## config.mk

```make
export PLATFORM = sky130hd
export DESIGN_NAME = int_tx_frame_flat
export DESIGN_NICKNAME = d
export VERILOG_FILES = /design/src/rtl/int_tx_frame_pkg.sv /design/src/rtl/int_tx_frame_if.sv /design/src/rtl/int_tx_frame_serializer.sv /design/src/rtl/int_tx_frame.sv /design/src/flat_wrapper.sv
export SDC_FILE = /design/constraint.sdc
export NUM_CORES = 1
export LEC_CHECK = 0
export ABC_AREA = 1
export ABC_CLOCK_PERIOD_IN_PS = 1500
export CORE_UTILIZATION = 49
export DETAILED_ROUTE_END_ITERATION = 12
export GPL_TIMING_DRIVEN = 1
export PLACE_DENSITY = 0.86
export SLEW_MARGIN = 20
export SYNTH_ARGS = -nofsm -noshare
export SYNTH_HDL_FRONTEND = slang
export SYNTH_HIERARCHICAL = 1
export SYNTH_SLANG_ARGS = --single-unit
export TNS_END_PERCENT = 5
```

## constraint.sdc

```tcl
create_clock -name CLK -period 1.5 [get_ports CLK]
set_input_delay 0.375 -clock CLK [delete_from_list [all_inputs] [get_ports CLK]]
set_output_delay 0.375 -clock CLK [all_outputs]
set_load 0.05 [all_outputs]
```

## src/rtl/int_tx_frame_pkg.sv

```systemverilog
// Shared definitions for the result-to-UART-TX framer.
//   state_t         : frame FSM states
//   HEADER_BYTE_DEF : default header byte value
//   nbytes()        : number of bytes needed to carry a DATA_W-bit value
package int_tx_pkg;

  typedef enum logic [2:0] {
    IDLE = 3'd0,
    HDR  = 3'd1,
    DATA = 3'd2,
    CSUM = 3'd3,
    FIN  = 3'd4
  } state_t;

  localparam logic [7:0] HEADER_BYTE_DEF = 8'hA5;

  function automatic int nbytes(input int w);
    return (w + 7) / 8;
  endfunction

endpackage

```

## src/rtl/int_tx_frame_if.sv

```systemverilog
// Request/FIFO-side bundle of the framer.
//   master : framer side (takes enviar/RESULTADO/fifo_full, drives the FIFO write and status)
//   slave  : producer/FIFO side
interface int_tx_frame_if #(
  parameter int DATA_W = 32
) ();
  logic              enviar;
  logic              fifo_full;
  logic [DATA_W-1:0] RESULTADO;
  logic              WR_FIFO;
  logic [7:0]        data_fifo;
  logic              busy;
  logic              done;

  modport master (
    input  enviar, fifo_full, RESULTADO,
    output WR_FIFO, data_fifo, busy, done
  );

  modport slave (
    output enviar, fifo_full, RESULTADO,
    input  WR_FIFO, data_fifo, busy, done
  );
endinterface

```

## src/rtl/int_tx_frame_serializer.sv

```systemverilog
// Byte serializer: holds the zero-extended result, walks it one byte per
// shift in LSB-first or MSB-first order, and flags the last data byte.
//   load/din  : capture a new value, counter cleared
//   shift     : advance to the next byte (one data byte consumed)
//   load_byte : first byte of din (used when no header precedes the data)
//   cur_byte  : first byte of the held value
//   nxt_byte  : byte that follows the one currently being sent
//   last      : the byte being sent now is the final data byte
module tx_byte_serializer
  import int_tx_pkg::*;
#(
  parameter int DATA_W    = 32,
  parameter bit LSB_FIRST = 1'b1
) (
  input  logic              CLK,
  input  logic              RESET,
  input  logic              load,
  input  logic              shift,
  input  logic [DATA_W-1:0] din,
  output logic [7:0]        load_byte,
  output logic [7:0]        cur_byte,
  output logic [7:0]        nxt_byte,
  output logic              last
);
  localparam int NB = nbytes(DATA_W);
  localparam int W  = NB * 8;
  localparam int CW = $clog2(NB + 1);

  logic [W-1:0]  sreg, ld_val, shifted;
  logic [CW-1:0] cnt;

  // Padding bits above DATA_W are zero and still travel as data.
  assign ld_val  = W'(din);
  assign shifted = LSB_FIRST ? (sreg >> 8) : (sreg << 8);

  function automatic logic [7:0] pick(input logic [W-1:0] v);
    return LSB_FIRST ? v[7:0] : v[W-1 -: 8];
  endfunction

  assign load_byte = pick(ld_val);
  assign cur_byte  = pick(sreg);
  assign nxt_byte  = pick(shifted);
  assign last      = (cnt == CW'(NB - 1));

  always_ff @(posedge CLK or negedge RESET) begin
    if (!RESET) begin
      sreg <= '0;
      cnt  <= '0;
    end else if (load) begin
      sreg <= ld_val;
      cnt  <= '0;
    end else if (shift) begin
      sreg <= shifted;
      cnt  <= cnt + CW'(1);
    end
  end
endmodule

```

## src/rtl/int_tx_frame.sv

```systemverilog
// Frames a DATA_W-bit result as [header] data bytes [xor checksum] and
// writes it into the UART TX FIFO, stalling on fifo_full.
//   CLK   : clock, rising edge
//   RESET : asynchronous, active-low
//   bus   : enviar/RESULTADO/fifo_full in; WR_FIFO/data_fifo/busy/done out
module int_tx_frame
  import int_tx_pkg::*;
#(
  parameter int         DATA_W      = 32,
  parameter bit         HEADER_EN   = 1'b1,
  parameter logic [7:0] HEADER_BYTE = HEADER_BYTE_DEF,
  parameter bit         CSUM_EN     = 1'b1,
  parameter bit         LSB_FIRST   = 1'b1
) (
  input  logic           CLK,
  input  logic           RESET,
  int_tx_frame_if.master bus
);
  state_t     state;
  logic [7:0] data_q, csum;
  logic       busy_q, done_q;
  logic       wr, load, shift, last;
  logic [7:0] load_byte, cur_byte, nxt_byte;

  // Mealy write strobe: a byte leaves only on an edge where this is high.
  assign wr    = ((state == HDR) || (state == DATA) || (state == CSUM)) && !bus.fifo_full;
  assign load  = (state == IDLE) && bus.enviar;
  assign shift = (state == DATA) && wr;

  tx_byte_serializer #(
    .DATA_W   (DATA_W),
    .LSB_FIRST(LSB_FIRST)
  ) u_ser (
    .CLK      (CLK),
    .RESET    (RESET),
    .load     (load),
    .shift    (shift),
    .din      (bus.RESULTADO),
    .load_byte(load_byte),
    .cur_byte (cur_byte),
    .nxt_byte (nxt_byte),
    .last     (last)
  );

  always_ff @(posedge CLK or negedge RESET) begin
    if (!RESET) begin
      state  <= IDLE;
      data_q <= '0;
      csum   <= '0;
      busy_q <= 1'b0;
      done_q <= 1'b0;
    end else begin
      case (state)
        IDLE: begin
          busy_q <= 1'b0;
          done_q <= 1'b0;
          if (bus.enviar) begin
            csum   <= '0;
            busy_q <= 1'b1;
            if (HEADER_EN) begin
              data_q <= HEADER_BYTE;
              state  <= HDR;
            end else begin
              data_q <= load_byte;
              state  <= DATA;
            end
          end
        end
        HDR: if (wr) begin
          data_q <= cur_byte;
          state  <= DATA;
        end
        DATA: if (wr) begin
          csum <= csum ^ data_q;
          if (last) begin
            if (CSUM_EN) begin
              // Checksum byte must include the byte leaving on this edge.
              data_q <= csum ^ data_q;
              state  <= CSUM;
            end else begin
              state  <= FIN;
              done_q <= 1'b1;
            end
          end else begin
            data_q <= nxt_byte;
          end
        end
        CSUM: if (wr) begin
          state  <= FIN;
          done_q <= 1'b1;
        end
        FIN: begin
          state  <= IDLE;
          busy_q <= 1'b0;
          done_q <= 1'b0;
        end
        default: state <= IDLE;
      endcase
    end
  end

  assign bus.WR_FIFO   = wr;
  assign bus.data_fifo = data_q;
  assign bus.busy      = busy_q;
  assign bus.done      = done_q;
endmodule

```

## src/flat_wrapper.sv

```systemverilog
// flat-port wrapper written by rule: the top's interface ports become plain ports
module int_tx_frame_flat import int_tx_pkg::*;
#(
  parameter int         DATA_W      = 32,
  parameter bit         HEADER_EN   = 1'b1,
  parameter logic [7:0] HEADER_BYTE = HEADER_BYTE_DEF,
  parameter bit         CSUM_EN     = 1'b1,
  parameter bit         LSB_FIRST   = 1'b1
)
  (CLK, RESET, bus_enviar, bus_fifo_full, bus_RESULTADO, bus_WR_FIFO, bus_data_fifo, bus_busy, bus_done);
  int_tx_frame_if #(.DATA_W(DATA_W)) bus_i ();
  input  logic CLK;
  input  logic RESET;
  input wire logic [$bits(bus_i.enviar)-1:0] bus_enviar;
  input wire logic [$bits(bus_i.fifo_full)-1:0] bus_fifo_full;
  input wire logic [$bits(bus_i.RESULTADO)-1:0] bus_RESULTADO;
  output wire logic [$bits(bus_i.WR_FIFO)-1:0] bus_WR_FIFO;
  output wire logic [$bits(bus_i.data_fifo)-1:0] bus_data_fifo;
  output wire logic [$bits(bus_i.busy)-1:0] bus_busy;
  output wire logic [$bits(bus_i.done)-1:0] bus_done;
  assign bus_i.enviar = bus_enviar;
  assign bus_i.fifo_full = bus_fifo_full;
  assign bus_i.RESULTADO = bus_RESULTADO;
  assign bus_WR_FIFO = bus_i.WR_FIFO;
  assign bus_data_fifo = bus_i.data_fifo;
  assign bus_busy = bus_i.busy;
  assign bus_done = bus_i.done;
  int_tx_frame #(.DATA_W(DATA_W), .HEADER_EN(HEADER_EN), .HEADER_BYTE(HEADER_BYTE), .CSUM_EN(CSUM_EN), .LSB_FIRST(LSB_FIRST)) u_core (.CLK(CLK), .RESET(RESET), .bus(bus_i));
endmodule
```

==> results.json <==
{
  "io_buffers": 46,
  "cp_max_fo": 2,
  "nets": 482,
  "power_uw": 7312,
  "dp.cells": 507,
  "setup_slack_ps": -135.5,
  "wire_per_inst_microns": 12.62,
  "worstSetupEndpointType": "output pin",
  "clk_pin_slew_ps": 100,
  "drive_above_1_share": 0.2117,
  "p_leak_uw": 0.001938,
  "avgSynthCellArea_sq_um": 7.836,
  "antenna_cells": 0,
  "path_class": "reg -> out",
  "grt_max_degree": 57,
  "multi_input_area_sq_um": 1354,
  "grt_pass1_wl_microns": 10940,
  "ant_nets": 0,
  "clock-sinks": 56,
  "gr-usage-all-layers": 0.2143,
  "reg2reg_from": "u_core/state[2]",
  "gr-total-overflow": 0,
  "hold_path_class": "in -> async",
  "outcome": "complete, but fails checks",
  "clockRootBuffer": "clkbuf_8",
  "grt_antenna_before_repair": 0,
  "initial_core_util": 0.5127,
  "tightest_slew_ps": 403.3,
  "finalCriticalPeriod_ps": 1636,
  "clock_path_buffers": 2,
  "drt_iter0_drc": 181,
  "fp-row-count": 28,
  "syn_area_sq_um": 3072,
  "gp_congestion": 0.8384,
  "drc": 0,
  "reg2reg_to": "u_core/bus.data_fifo[0]",
  "syn_to_final_growth_pct": 28.35,
  "die_area_sq_um": 6589,
  "netlist_instances": 392,
  "rr_worst_depth": 8,
  "maxSlewViolCount": 0,
  "htree_levels": 2,
  "nFillCells": 483,
  "routed_via_density": 5.108,
  "drt-total-wl_microns": 6551,
  "fin_crit_sh": 1.090,
  "ir_worst_vdd_mv": 1.258,
  "io_pins": 47,
  "clk_latency_ps": 320,
  "crit_path_start_kind": "flip-flop",
  "max_freq_mhz": 611.4,
  "final.setup.tns_ps": -413.2,
  "slew-limit-headroom": 0.7307,
  "numCtsBuffers": 5,
  "chipHeight_microns": 81.18,
  "ys_warn_count": 6,
  "rsz0062_at_grt": "yes",
  "dp_hpwl_microns": 4577,
  "first_global_vias": 2563,
  "cts_tree": "yes",
  "r2r_slack_ps": -60,
  "fin_skew_ps": 5.114,
  "first_pass_iters": 4,
  "finalSetupViolations": 23,
  "critPathArrivalTime_ps": 1260,
  "core_area_sq_um": 5991,
  "register_area_sq_um": 1401,
  "p_per_area_nw_per_um2": 1855,
  "critPathRequiredTime_ps": 1120,
  "finalHoldViolCount": 0,
  "failed_checks": "negative setup slack",
  "final_cells": 519,
  "postCtsHoldBufs": 0,
  "synth_nets": 430,
  "maxCapViolations": 0,
  "vias": 2651,
  "die_w_microns": 81.18
}
[registers in the layout, summed over array words and instances, names as in the netlist]
name / flops
u_core/u_ser/sreg: 32
u_core/bus.data_fifo: 8
u_core/csum: 8
u_core/state: 3
u_core/u_ser/cnt: 3
u_core/bus.busy: 1
u_core/bus.done: 1
[repair_timing]
item / in CTS / in global routing
resized for setup: 13 / 17
endpoints found under the setup margin: 25 / 51
pin swaps: 2 / 10
buffers inserted: 4 / 2
[worst max-delay path, cell delays in order, from the launching register on]
cell     delay (ps)
dfrtp_1         400
buf_6           120
nor2_4           40
nor3_4          220
buf_12          170
[layout by cell type (no fill, tap or decap)]
cell,instances
a21oi_1,7
a21oi_2,1
a21oi_4,1
buf_12,15
buf_2,1
buf_4,21
buf_6,7
clkbuf_8,5
clkdlybuf4s50_1,33
clkinv_2,1
clkinvlp_4,2
dfrtp_1,56
dlygate4sd2_1,1
ha_2,1
ha_4,1
inv_1,26
inv_2,4
inv_8,1
nand2_1,147
nand2_2,4
nand2_4,3
nand3_1,64
nand3_2,5
nand4_1,3
nor2_1,6
nor2_4,3
nor2_8,1
nor3_2,1
nor3_4,1
o21ai_0,4
o21ai_1,3
o21ai_2,8
or2_2,6
or2_4,1
[worst max path at each step]
stage | start | endpoint | slack (ps) | cells after the start
6_report | u_core/state[0] | bus_WR_FIFO | -140 | 4
5_1_grt | u_core/state[0] | bus_WR_FIFO | -180 | 4
4_1_cts | u_core/state[2] | bus_WR_FIFO | -120 | 3
3_5_place_dp | bus_enviar | u_core/u_ser/cnt[0] | -250 | 6
3_3_place_gp | bus_enviar | u_core/u_ser/cnt[0] | -240 | 6
2_1_floorplan | u_core/state[2] | u_core/u_ser/sreg[11] | 4 | 9
[where the power goes]
part	internal, uW	leakage, uW	switching [uW]
logic	1700	0.00119	2200
clock network	318	0.0000400	489
registers	2140	0.000712	470
[metrics by stage]
stage	worst slack (ps)	util	hold WS [ps]	instance area, sq um
global placement	-237.7	0.6218	397.2	3725
floorplan	4.284	-	79.41	3083
detailed placement	-248.9	0.6218	395.5	3725
finish	-135.5	0.6581	33.29	3943
CTS	-119.0	0.6462	56.46	3871
global route	-183.6	0.6581	58.99	3943
[area by class of cell]
| type | count | share of cell area |
|---|---|---|
| repair buffers | 78 | 0.2234 |
| clock buffers | 5 | 0.01745 |
| inverters | 32 | 0.03332 |
| flip-flops and latches | 56 | 0.3554 |
| well taps | 75 | 0.02380 |
| multi-input cells | 271 | 0.3434 |
| clock inverters | 2 | 0.003174 |
[per-layer routing]
metal | share of wire | global-route usage
met3 | 0.041 | 0.04719
met2 | 0.50 | 0.3773
met1 | 0.44 | 0.2652
met4 | 0.017 | 0.05357
met5 | 0 | 0
Power figures use the tool's default switching activity.
